===== config.mk =====
export PLATFORM = sky130hd
export DESIGN_NAME = muldiv_ctrl
export DESIGN_NICKNAME = d
export VERILOG_FILES = /design/src/rtl/muldiv_pkg.sv /design/src/rtl/muldiv_sign_cond.sv /design/src/rtl/muldiv_ctrl.sv
export SDC_FILE = /design/constraint.sdc
export NUM_CORES = 1
export LEC_CHECK = 0
export CAP_MARGIN = 0
export CELL_PAD_IN_SITES_DETAIL_PLACEMENT = 0
export CELL_PAD_IN_SITES_GLOBAL_PLACEMENT = 1
export CORE_ASPECT_RATIO = 0.75
export CORE_UTILIZATION = 31
export CTS_CLUSTER_SIZE = 25
export DETAILED_ROUTE_END_ITERATION = 7
export PLACE_DENSITY_LB_ADDON = 0.1
export SETUP_SLACK_MARGIN = 0.4
export SYNTH_ARGS = -nofsm -noshare
export SYNTH_HDL_FRONTEND = slang
export SYNTH_SLANG_ARGS = --single-unit

===== constraint.sdc =====
create_clock -name clk_i -period 6.23 [get_ports clk_i]
set_input_delay 0.623 -clock clk_i [delete_from_list [all_inputs] [get_ports clk_i]]
set_output_delay 0.623 -clock clk_i [all_outputs]
set_load 0.005 [all_outputs]

===== src/rtl/muldiv_pkg.sv =====
// Shared encodings for the EX-stage HI/LO multiply/divide sequencer.
package muldiv_pkg;

   localparam int DATA_W  = 32;
   localparam int DWORD_W = 64;

   typedef enum logic [1:0] {
      MD_MULT  = 2'b00,
      MD_MULTU = 2'b01,
      MD_DIV   = 2'b10,
      MD_DIVU  = 2'b11
   } md_op_t;

   typedef logic [1:0] md_state_t;

   localparam md_state_t ST_IDLE     = 2'd0;
   localparam md_state_t ST_MUL_BUSY = 2'd1;
   localparam md_state_t ST_DIV_BUSY = 2'd2;
   localparam md_state_t ST_DONE     = 2'd3;

endpackage


===== src/rtl/muldiv_sign_cond.sv =====
// Operand magnitude and result-sign logic; inv_a_i forces a two's-complement
// negate of operand A so the same block can flip a 64-bit product.
module muldiv_sign_cond
   import muldiv_pkg::*;
#(
   parameter int W = DATA_W
) (
   input  logic [W-1:0] a_i,
   input  logic [W-1:0] b_i,
   input  logic         signed_i,
   input  logic         inv_a_i,
   output logic [W-1:0] mag_a_o,
   output logic [W-1:0] mag_b_o,
   output logic         neg_o
);

   logic neg_a;
   logic neg_b;

   assign neg_a   = inv_a_i | (signed_i & a_i[W-1]);
   assign neg_b   = signed_i & b_i[W-1];
   assign mag_a_o = neg_a ? -a_i : a_i;
   assign mag_b_o = neg_b ? -b_i : b_i;
   assign neg_o   = signed_i & (a_i[W-1] ^ b_i[W-1]);

endmodule


===== src/rtl/muldiv_ctrl.sv =====
// Sequencer for the multi-cycle HI/LO units: launches the pipelined multiplier
// or the iterative divider, stalls EX until a result exists, then holds the write.
module muldiv_ctrl
   import muldiv_pkg::*;
#(
   parameter int MUL_LAT     = 3,
   parameter int DIV_TIMEOUT = 40
) (
   input  logic         clk_i,
   input  logic         rst_i,
   input  logic         req_valid_i,
   input  logic [1:0]   req_op_i,
   input  logic [31:0]  opa_i,
   input  logic [31:0]  opb_i,
   input  logic         ex_stall_i,
   input  logic         flush_i,
   output logic [31:0]  mul_a_o,
   output logic [31:0]  mul_b_o,
   input  logic [63:0]  mul_prod_i,
   output logic         div_start_o,
   output logic         div_signed_o,
   output logic         div_annul_o,
   output logic [31:0]  div_a_o,
   output logic [31:0]  div_b_o,
   input  logic         div_ready_i,
   input  logic [63:0]  div_result_i,
   output logic         stall_req_o,
   output logic         hilo_we_o,
   output logic [31:0]  hi_o,
   output logic [31:0]  lo_o,
   output logic         err_o
);

   localparam int CNT_W = $clog2(DIV_TIMEOUT + MUL_LAT + 1);
   localparam logic [CNT_W-1:0] CNT_ONE  = CNT_W'(1);
   localparam logic [CNT_W-1:0] MUL_LAST = CNT_W'(MUL_LAT - 1);
   localparam logic [CNT_W-1:0] DIV_LAST = CNT_W'(DIV_TIMEOUT - 1);

   md_state_t          state_q, state_d;
   logic [CNT_W-1:0]   cnt_q, cnt_d;
   logic               neg_q, neg_d;
   logic [DATA_W-1:0]  mul_a_q, mul_a_d, mul_b_q, mul_b_d;
   logic [DATA_W-1:0]  div_a_q, div_a_d, div_b_q, div_b_d;
   logic               div_signed_q, div_signed_d;
   logic [DATA_W-1:0]  hi_q, hi_d, lo_q, lo_d;
   logic               we_q, we_d;
   logic               err_q, err_d;
   logic               annul;

   logic [DATA_W-1:0]  op_mag_a, op_mag_b;
   logic               op_neg;
   logic [DWORD_W-1:0] res_prod;
   logic [DWORD_W-1:0] unused_res_b;
   logic               unused_res_neg;

   muldiv_sign_cond #(.W(DATA_W)) u_op_cond (
      .a_i      (opa_i),
      .b_i      (opb_i),
      .signed_i (req_op_i == MD_MULT),
      .inv_a_i  (1'b0),
      .mag_a_o  (op_mag_a),
      .mag_b_o  (op_mag_b),
      .neg_o    (op_neg)
   );

   // The multiplier only sees magnitudes, so a signed product is fixed up here.
   muldiv_sign_cond #(.W(DWORD_W)) u_res_cond (
      .a_i      (mul_prod_i),
      .b_i      ('0),
      .signed_i (1'b0),
      .inv_a_i  (neg_q),
      .mag_a_o  (res_prod),
      .mag_b_o  (unused_res_b),
      .neg_o    (unused_res_neg)
   );

   always_comb begin
      state_d      = state_q;
      cnt_d        = cnt_q;
      neg_d        = neg_q;
      mul_a_d      = mul_a_q;
      mul_b_d      = mul_b_q;
      div_a_d      = div_a_q;
      div_b_d      = div_b_q;
      div_signed_d = div_signed_q;
      hi_d         = hi_q;
      lo_d         = lo_q;
      we_d         = we_q;
      err_d        = err_q;
      annul        = 1'b0;
      if (flush_i) begin
         state_d = ST_IDLE;
         we_d    = 1'b0;
         cnt_d   = '0;
         annul   = (state_q == ST_DIV_BUSY);
      end else begin
         case (state_q)
            ST_IDLE: begin
               if (req_valid_i) begin
                  cnt_d = '0;
                  if (!req_op_i[1]) begin
                     neg_d   = op_neg;
                     mul_a_d = op_mag_a;
                     mul_b_d = op_mag_b;
                     state_d = ST_MUL_BUSY;
                  end else if (opb_i == '0) begin
                     hi_d    = opa_i;
                     lo_d    = '1;
                     we_d    = 1'b1;
                     state_d = ST_DONE;
                  end else begin
                     div_a_d      = opa_i;
                     div_b_d      = opb_i;
                     div_signed_d = (req_op_i == MD_DIV);
                     state_d      = ST_DIV_BUSY;
                  end
               end
            end
            ST_MUL_BUSY: begin
               cnt_d = cnt_q + CNT_ONE;
               if (cnt_q == MUL_LAST) begin
                  {hi_d, lo_d} = res_prod;
                  we_d         = 1'b1;
                  state_d      = ST_DONE;
               end
            end
            ST_DIV_BUSY: begin
               cnt_d = cnt_q + CNT_ONE;
               if (div_ready_i) begin
                  {hi_d, lo_d} = div_result_i;
                  we_d         = 1'b1;
                  state_d      = ST_DONE;
               end else if (cnt_q == DIV_LAST) begin
                  annul   = 1'b1;
                  err_d   = 1'b1;
                  hi_d    = '0;
                  lo_d    = '0;
                  we_d    = 1'b1;
                  state_d = ST_DONE;
               end
            end
            default: begin
               // Write stays pending until EX is released, then is consumed once.
               if (!ex_stall_i) begin
                  we_d    = 1'b0;
                  state_d = ST_IDLE;
               end
            end
         endcase
      end
   end

   always_ff @(posedge clk_i or posedge rst_i) begin
      if (rst_i) begin
         state_q      <= ST_IDLE;
         cnt_q        <= '0;
         neg_q        <= 1'b0;
         mul_a_q      <= '0;
         mul_b_q      <= '0;
         div_a_q      <= '0;
         div_b_q      <= '0;
         div_signed_q <= 1'b0;
         hi_q         <= '0;
         lo_q         <= '0;
         we_q         <= 1'b0;
         err_q        <= 1'b0;
      end else begin
         state_q      <= state_d;
         cnt_q        <= cnt_d;
         neg_q        <= neg_d;
         mul_a_q      <= mul_a_d;
         mul_b_q      <= mul_b_d;
         div_a_q      <= div_a_d;
         div_b_q      <= div_b_d;
         div_signed_q <= div_signed_d;
         hi_q         <= hi_d;
         lo_q         <= lo_d;
         we_q         <= we_d;
         err_q        <= err_d;
      end
   end

   assign mul_a_o      = mul_a_q;
   assign mul_b_o      = mul_b_q;
   assign div_a_o      = div_a_q;
   assign div_b_o      = div_b_q;
   assign div_signed_o = div_signed_q;
   assign div_start_o  = (state_q == ST_DIV_BUSY) && !flush_i;
   assign div_annul_o  = annul;
   assign stall_req_o  = !rst_i && ((state_q == ST_MUL_BUSY) || (state_q == ST_DIV_BUSY) ||
                                    ((state_q == ST_IDLE) && req_valid_i && !flush_i));
   assign hilo_we_o    = we_q;
   assign hi_o         = hi_q;
   assign lo_o         = lo_q;
   assign err_o        = err_q;

endmodule


==> impl_metrics.json, run 1 <==
{
  "cts.reportedPaths.clkPinSlew_ns": 0.07,
  "placed_cells_incl_taps": 2057,
  "initial_utilization_pct": 31.77,
  "finClkSkew_ns": 0.01213,
  "final_cell_mix": "clkdlybuf4s50_1, dfrtp_1, nand2_1, o21ai_0, xnor2_1",
  "fin_area_mm2": 0.01672,
  "yosys.cell_types.count": 56,
  "synth_ff_type": "dfrtp_1",
  "core_area_mm2": 0.03618,
  "drt.antenna.violating_nets": 0,
  "areaGrowthSynthToFinish_pct": 45.44,
  "synth_top_family_by_area": "compound AO/OA/AOI/OAI gates",
  "synth.yosys.seq_area_share_pct": 44.41,
  "clk_latency_ns": 0.54,
  "asyncSetResetFlopFracSynth_pct": 100.0,
  "fp-row-count": 60,
  "finalWirelength_um": 44940,
  "dpl_cell_area_mm2": 0.01587,
  "power.combinational.fraction_pct": 45.4,
  "power.ir.vdd_worst_mv": 0.2291,
  "synthDominantAreaCellType": "dfrtp_1",
  "slew_headroom_pct": 26.19,
  "critical_path.reg2reg.startpoint": "state_q[0]",
  "synth_fp_nets": 1444,
  "drive_gt1_share_pct": 9.097,
  "worst_setup_path_start_kind": "input port",
  "worst-endpoint-required_ns": 6.64,
  "cts_inserted_buffers": 24,
  "syn_inst": 1235,
  "number_of_i_o_pins": 398,
  "most_common_cell_after_layout_fill_and_taps_aside": "clkdlybuf4s50_1",
  "ys_warn_count": 0,
  "finalMaxSlewViolations": 0,
  "via_count": 10768,
  "cts.path.max_buffers": 3,
  "power_density_relative_to_cell_area_mw_per_mm2": 424.6,
  "worstSetupStartpoint": "opb_i[2]",
  "maxClockFrequency_mhz": 272.5,
  "data_arrival_time_at_the_worst_slack_endpoint_ns": 4.08,
  "cts.sink_count": 204,
  "grt_start_max_net_pins": 107,
  "cap_viol_max_count": 0,
  "postCtsHoldBufs": 0,
  "fp.dieW_um": 224.4,
  "status": "completed",
  "mappedNetlistArea_mm2": 0.01150,
  "critical_path_end_type": "register",
  "synth_edf_count": 0,
  "seq_power_share_pct": 33.1,
  "finalHoldWorstSlack_ns": 0.3091,
  "worstSetupPathType": "in -> reg",
  "dp_hpwl_um": 33300,
  "internal_power_w": 0.004684,
  "route.detailed.drc": 0,
  "route.detailed.wl_per_inst_um": 21.34,
  "cts_tree": "yes",
  "final.period_utilization_pct": 58.91,
  "grt_pass1_wl_um": 67880,
  "antenna_found_initial": 6,
  "switching_portion_of_total_power_pct": 34.01,
  "synth.area.mux_share_pct": 5.758,
  "post_cts.resized_instances": 0,
  "finalWeightedCongestion": 0.8862,
  "synth-simple-area-share_pct": 16.60,
  "design.die.area_mm2": 0.03787,
  "setup_violations": 0,
  "cts_setup_buffers": 0,
  "synth_seq_cells": 204,
  "worstPathMaxFanout": 74,
  "vias_per_cell": 5.113,
  "fin_cells": 2106,
  "net-switching-power_w": 0.002414,
  "static-leakage-power_nw": 6.516,
  "p_clk_share_pct": 21.4,
  "gr-usage-all-layers_pct": 23.51,
  "die_y_um": 168.8,
  "adder_cell_share_of_the_synthesized_area_pct": 0.9795,
  "initialDrtViolationCount": 772,
  "worst_max_slew_pin_slew_ns": 1.107,
  "hold_path_class": "in -> async",
  "layout_min_cycle_time_ns": 3.670,
  "synth_top_cells_by_area": "dfrtp_1, o21ai_0, nand2_1",
  "first_global_vias": 10602,
  "portBuffers": 397,
  "synth-compound-area-share_pct": 19.79,
  "syn-mean-instance-area_um2": 9.309,
  "synth_top_area_share_pct": 44.41,
  "grt_setup_unrepaired": "no",
  "detailedRoute.firstPassIterationCount": 5,
  "leftover_overflow_at_the_end_of_global_routing": 0,
  "synth_xor_area_share_pct": 8.761,
  "cts_htree_levels": 1,
  "ctsRootBufferMaster": "clkbuf_16",
  "fin_tns_setup_ns": 0,
  "final_report_hold_violation_count": 0,
  "layout.nets": 1796
}
sequential cells by signal (all words and copies together), names as in the netlist:
name          count
cnt_q             6
div_a_o          32
div_b_o          32
div_signed_o      1
err_o             1
hi_o             32
hilo_we_o         1
lo_o             32
mul_a_o          32
mul_b_o          32
neg_q             1
state_q           2
power by group through the flow:
stage,Combinational [W],Sequential (W),Clock (W)
CTS,0.00328,0.00236,0.00156
finish,0.00323,0.00235,0.00152
global route,0.00353,0.00244,0.00161
floorplan,0.00131,0.00235,0
detailed placement,0.00327,0.00237,0
global placement,0.00323,0.00236,0
path summary, 6_finish.rpt:
check                         endpoint  slack [ns]  cells after the start
min in group clk_i               err_o        0.47                      1
hold reg to reg                  err_o        0.47                      1
hold / removal                   err_o        0.31                      2
setup reg to reg           div_a_o[15]        3.40                      6
setup / recovery           div_a_o[15]        2.56                      7
max in group asynchronous      hi_o[6]        4.29                      4
through the flow:
stage / worst slack (ns) / util (%) / power, W
detailed placement: 2.036 / 43.86 / 0.005643
floorplan: 2.963 / - / 0.003664
CTS: 2.592 / 46.17 / 0.007201
global placement: 2.089 / 43.86 / 0.005597
finish: 2.560 / 46.21 / 0.007099
global route: 2.389 / 46.21 / 0.007577
worst max-delay path: stages:
cell	delay (ns)
clkdlybuf4s50_1	0.50
nor4_1	0.62
nand4_1	0.52
nor4_4	0.36
nand2_1	0.16
nand3_4	0.79
mux2_2	0.42
cells in the mapped netlist, drive strengths merged (2+ instances only):
cell / count
nor4: 23
and3: 3
o41ai: 20
xnor2: 74
a21o: 2
o31a: 3
buf: 17
mux2: 57
a21oi: 36
o21a: 3
clkbuf: 63
a31oi: 7
or3: 24
mux2i: 2
and2: 4
nand2b: 11
o21ai: 196
nand4b: 2
nor2: 49
or4: 17
nand2: 189
nor3: 21
nor3b: 2
xor2: 41
nand4: 9
or2: 4
o31ai: 25
nor2b: 6
inv: 21
nand3: 18
o211ai: 2
a221oi: 58
ha: 9
nand3b: 3
a211oi: 2
dfrtp: 204
final cells by class:
class                           instances  area (um^2)
Clock inverter                         13        147.6
Clock buffer                           31        688.2
Timing Repair Buffer                  406         4054
Antenna cell                            5        12.51
Fill cell                            3567        19460
Sequential cell                       204         5106
Inverter                               22        86.33
Multi-Input combinational cell        929         6005
Tap cell                              496        620.6
kinds of logic after synthesis:
group / Yosys count
AND/OR/NAND/NOR: 387
AO/OA/AOI/OAI: 359
flip-flops: 204
XOR/XNOR: 115
buffers and inverters: 102
multiplexers: 59
adder cells (fa/ha/maj): 9
per-layer routing:
metal / routed length, um / up-vias / share of wire, % / global-route usage (%)
li1: - / 5181 / - / -
met1: 21040 / 5243 / 47 / 33.52
met2: 20720 / 290 / 46 / 37.06
met3: 2263 / 52 / 5.0 / 3.871
met4: 899 / 2 / 2.0 / 5.679
met5: 13 / - / 0.029 / 0
Power figures use the tool's default switching activity.
==> inputs of run 2 (changes only) <==
--- a/config.mk
+++ b/config.mk
@@ -9,7 +9,7 @@
 export CELL_PAD_IN_SITES_DETAIL_PLACEMENT = 0
 export CELL_PAD_IN_SITES_GLOBAL_PLACEMENT = 1
 export CORE_ASPECT_RATIO = 0.75
-export CORE_UTILIZATION = 31
+export CORE_UTILIZATION = 34
 export CTS_CLUSTER_SIZE = 25
 export DETAILED_ROUTE_END_ITERATION = 7
 export PLACE_DENSITY_LB_ADDON = 0.1
==> constraint.sdc (replaced) <==
create_clock -name clk_i -period 3.75 [get_ports clk_i]
set_input_delay 0.375 -clock clk_i [delete_from_list [all_inputs] [get_ports clk_i]]
set_output_delay 0.375 -clock clk_i [all_outputs]
set_load 0.005 [all_outputs]
==> run 2 against run 1 <==
Total power rose by 66%. Sequential power rose by 66%. Clock power is 63% higher. Critical endpoint is now hi_o[16].
==> impl_metrics.json, run 2 (synthesis gave the netlist of run 1 again) <==
{
  "fin_tns_setup_ns": 0,
  "vias_per_cell": 5.271,
  "cts.reportedPaths.clkPinSlew_ns": 0.06,
  "seq_power_share_pct": 33.0,
  "maxClockFrequency_mhz": 323.8,
  "layout_min_cycle_time_ns": 3.088,
  "leftover_overflow_at_the_end_of_global_routing": 0,
  "gr-usage-all-layers_pct": 25.27,
  "layout.nets": 1819,
  "finalWeightedCongestion": 0.9143,
  "fp.dieW_um": 214.3,
  "cts_tree": "yes",
  "antenna_found_initial": 2,
  "switching_portion_of_total_power_pct": 33.61,
  "utilization_pct": 51.30,
  "power.combinational.fraction_pct": 46.0,
  "fp-row-count": 57,
  "static-leakage-power_nw": 6.623,
  "finalMaxSlewViolations": 0,
  "finalWirelength_um": 44010,
  "areaGrowthSynthToFinish_pct": 46.39,
  "cts_htree_levels": 1,
  "dp_hpwl_um": 33210,
  "initial_utilization_pct": 35.04,
  "cts_setup_buffers": 0,
  "power.ir.vdd_worst_mv": 0.3625,
  "route.detailed.wl_per_inst_um": 21.28,
  "net-switching-power_w": 0.003968,
  "first_global_vias": 10971,
  "final_report_hold_violation_count": 0,
  "drt.antenna.violating_nets": 0,
  "most_common_cell_after_layout_fill_and_taps_aside": "clkdlybuf4s50_1",
  "data_arrival_time_at_the_worst_slack_endpoint_ns": 3.48,
  "cts_inserted_buffers": 24,
  "core_area_mm2": 0.03281,
  "grt_pass1_wl_um": 67800,
  "worst_max_slew_pin_slew_ns": 1.239,
  "design.die.area_mm2": 0.03456,
  "worst_setup_path_start_kind": "input port",
  "hold_path_class": "in -> async",
  "power_density_relative_to_cell_area_mw_per_mm2": 701.5,
  "cap_viol_max_count": 0,
  "clk_latency_ns": 0.53,
  "worstPathMaxFanout": 8,
  "final.period_utilization_pct": 82.35,
  "slew_headroom_pct": 16.79,
  "worstSetupPathType": "in -> reg",
  "drive_gt1_share_pct": 9.969,
  "cts.sink_count": 204,
  "cts.path.max_buffers": 3,
  "status": "completed",
  "setup_violations": 0,
  "die_y_um": 161.2,
  "internal_power_w": 0.007839,
  "worst-endpoint-required_ns": 4.14,
  "detailedRoute.firstPassIterationCount": 5,
  "grt_start_max_net_pins": 143,
  "post_cts.resized_instances": 0,
  "ctsRootBufferMaster": "clkbuf_16",
  "via_count": 10900,
  "initialDrtViolationCount": 771,
  "p_clk_share_pct": 21.0,
  "route.detailed.drc": 0,
  "final_cell_mix": "clkdlybuf4s50_1, dfrtp_1, nand2_1, o21ai_0, xnor2_1",
  "finClkSkew_ns": 0.01624,
  "critical_path_end_type": "register",
  "portBuffers": 397,
  "grt_setup_unrepaired": "no",
  "number_of_i_o_pins": 398,
  "postCtsHoldBufs": 0
}
==> run 2: changes by cell type in the layout (fill, tap and decap cells not counted), sizes merged <==
cell      previous run  this run
buf                  9        32
clkinv              10         1
clkbuf              31        36
diode                5         1
clkinvlp             1         2
==> run 2: layer usage <==
metal  vias up  global-route usage [%]  part of all wire [%]
li1       5233                       -                     -
met1      5265                   36.03                    47
met2       348                   39.40                    44
met3        54                   4.463                   5.9
met4         0                   6.818                   2.6
met5         -                       0                     0
==> run 2: final timing paths <==
check,endpoint,cells after the start,slack [ns],start
min reg2reg,err_o,1,0.46,err_o
max reg2reg,hi_o[16],10,1.35,cnt_q[0]
min in group clk_i,lo_o[13],3,0.42,div_result_i[13]
max,hi_o[16],10,0.66,mul_prod_i[0]
max in group asynchronous,mul_a_o[22],3,2.63,rst_i
min,mul_b_o[3],3,0.40,rst_i
==> run 2: final cells by class <==
class,count,area (um^2)
Clock buffer,36,726.9
Sequential cell,204,5106
Clock inverter,5,102.6
Timing Repair Buffer,429,4252
Antenna cell,1,2.502
Inverter,22,86.33
Fill cell,3048,15980
Tap cell,442,553.0
Multi-Input combinational cell,929,6000
==> run 2: worst max-delay path, cell delays in order <==
cell and delay, ns:
clkdlybuf4s50_1 0.46, inv_1 0.08, ha_1 0.15, or3b_2 0.55
nor4_4 0.48, nand4_2 0.36, o31ai_1 0.37, xnor2_1 0.14
a221oi_1 0.35, o21ai_0 0.15
==> run 2: stage by stage <==
stage	hold WS (ns)	worst slack [ns]	area [um^2]	instances	power (W)
after floorplan	0.4510	0.7307	11500	1235	0.006087
after CTS	0.3939	0.7073	16830	2067	0.01195
final	0.3989	0.6619	16830	2068	0.01181
after detailed placement	0.4529	0.1433	16000	2026	0.009404
after global placement	0.4398	0.2222	16000	2026	0.009339
after global routing	0.4428	0.5051	16830	2068	0.01259
==> run 2: power groups by stage <==
stage | registers, W | logic (W) | clock network [W]
finish | 0.00390 | 0.00543 | 0.00248
global route | 0.00403 | 0.00594 | 0.00262
floorplan | 0.00391 | 0.00218 | 0
CTS | 0.00390 | 0.00550 | 0.00255
global placement | 0.00389 | 0.00545 | 0
detailed placement | 0.00392 | 0.00548 | 0
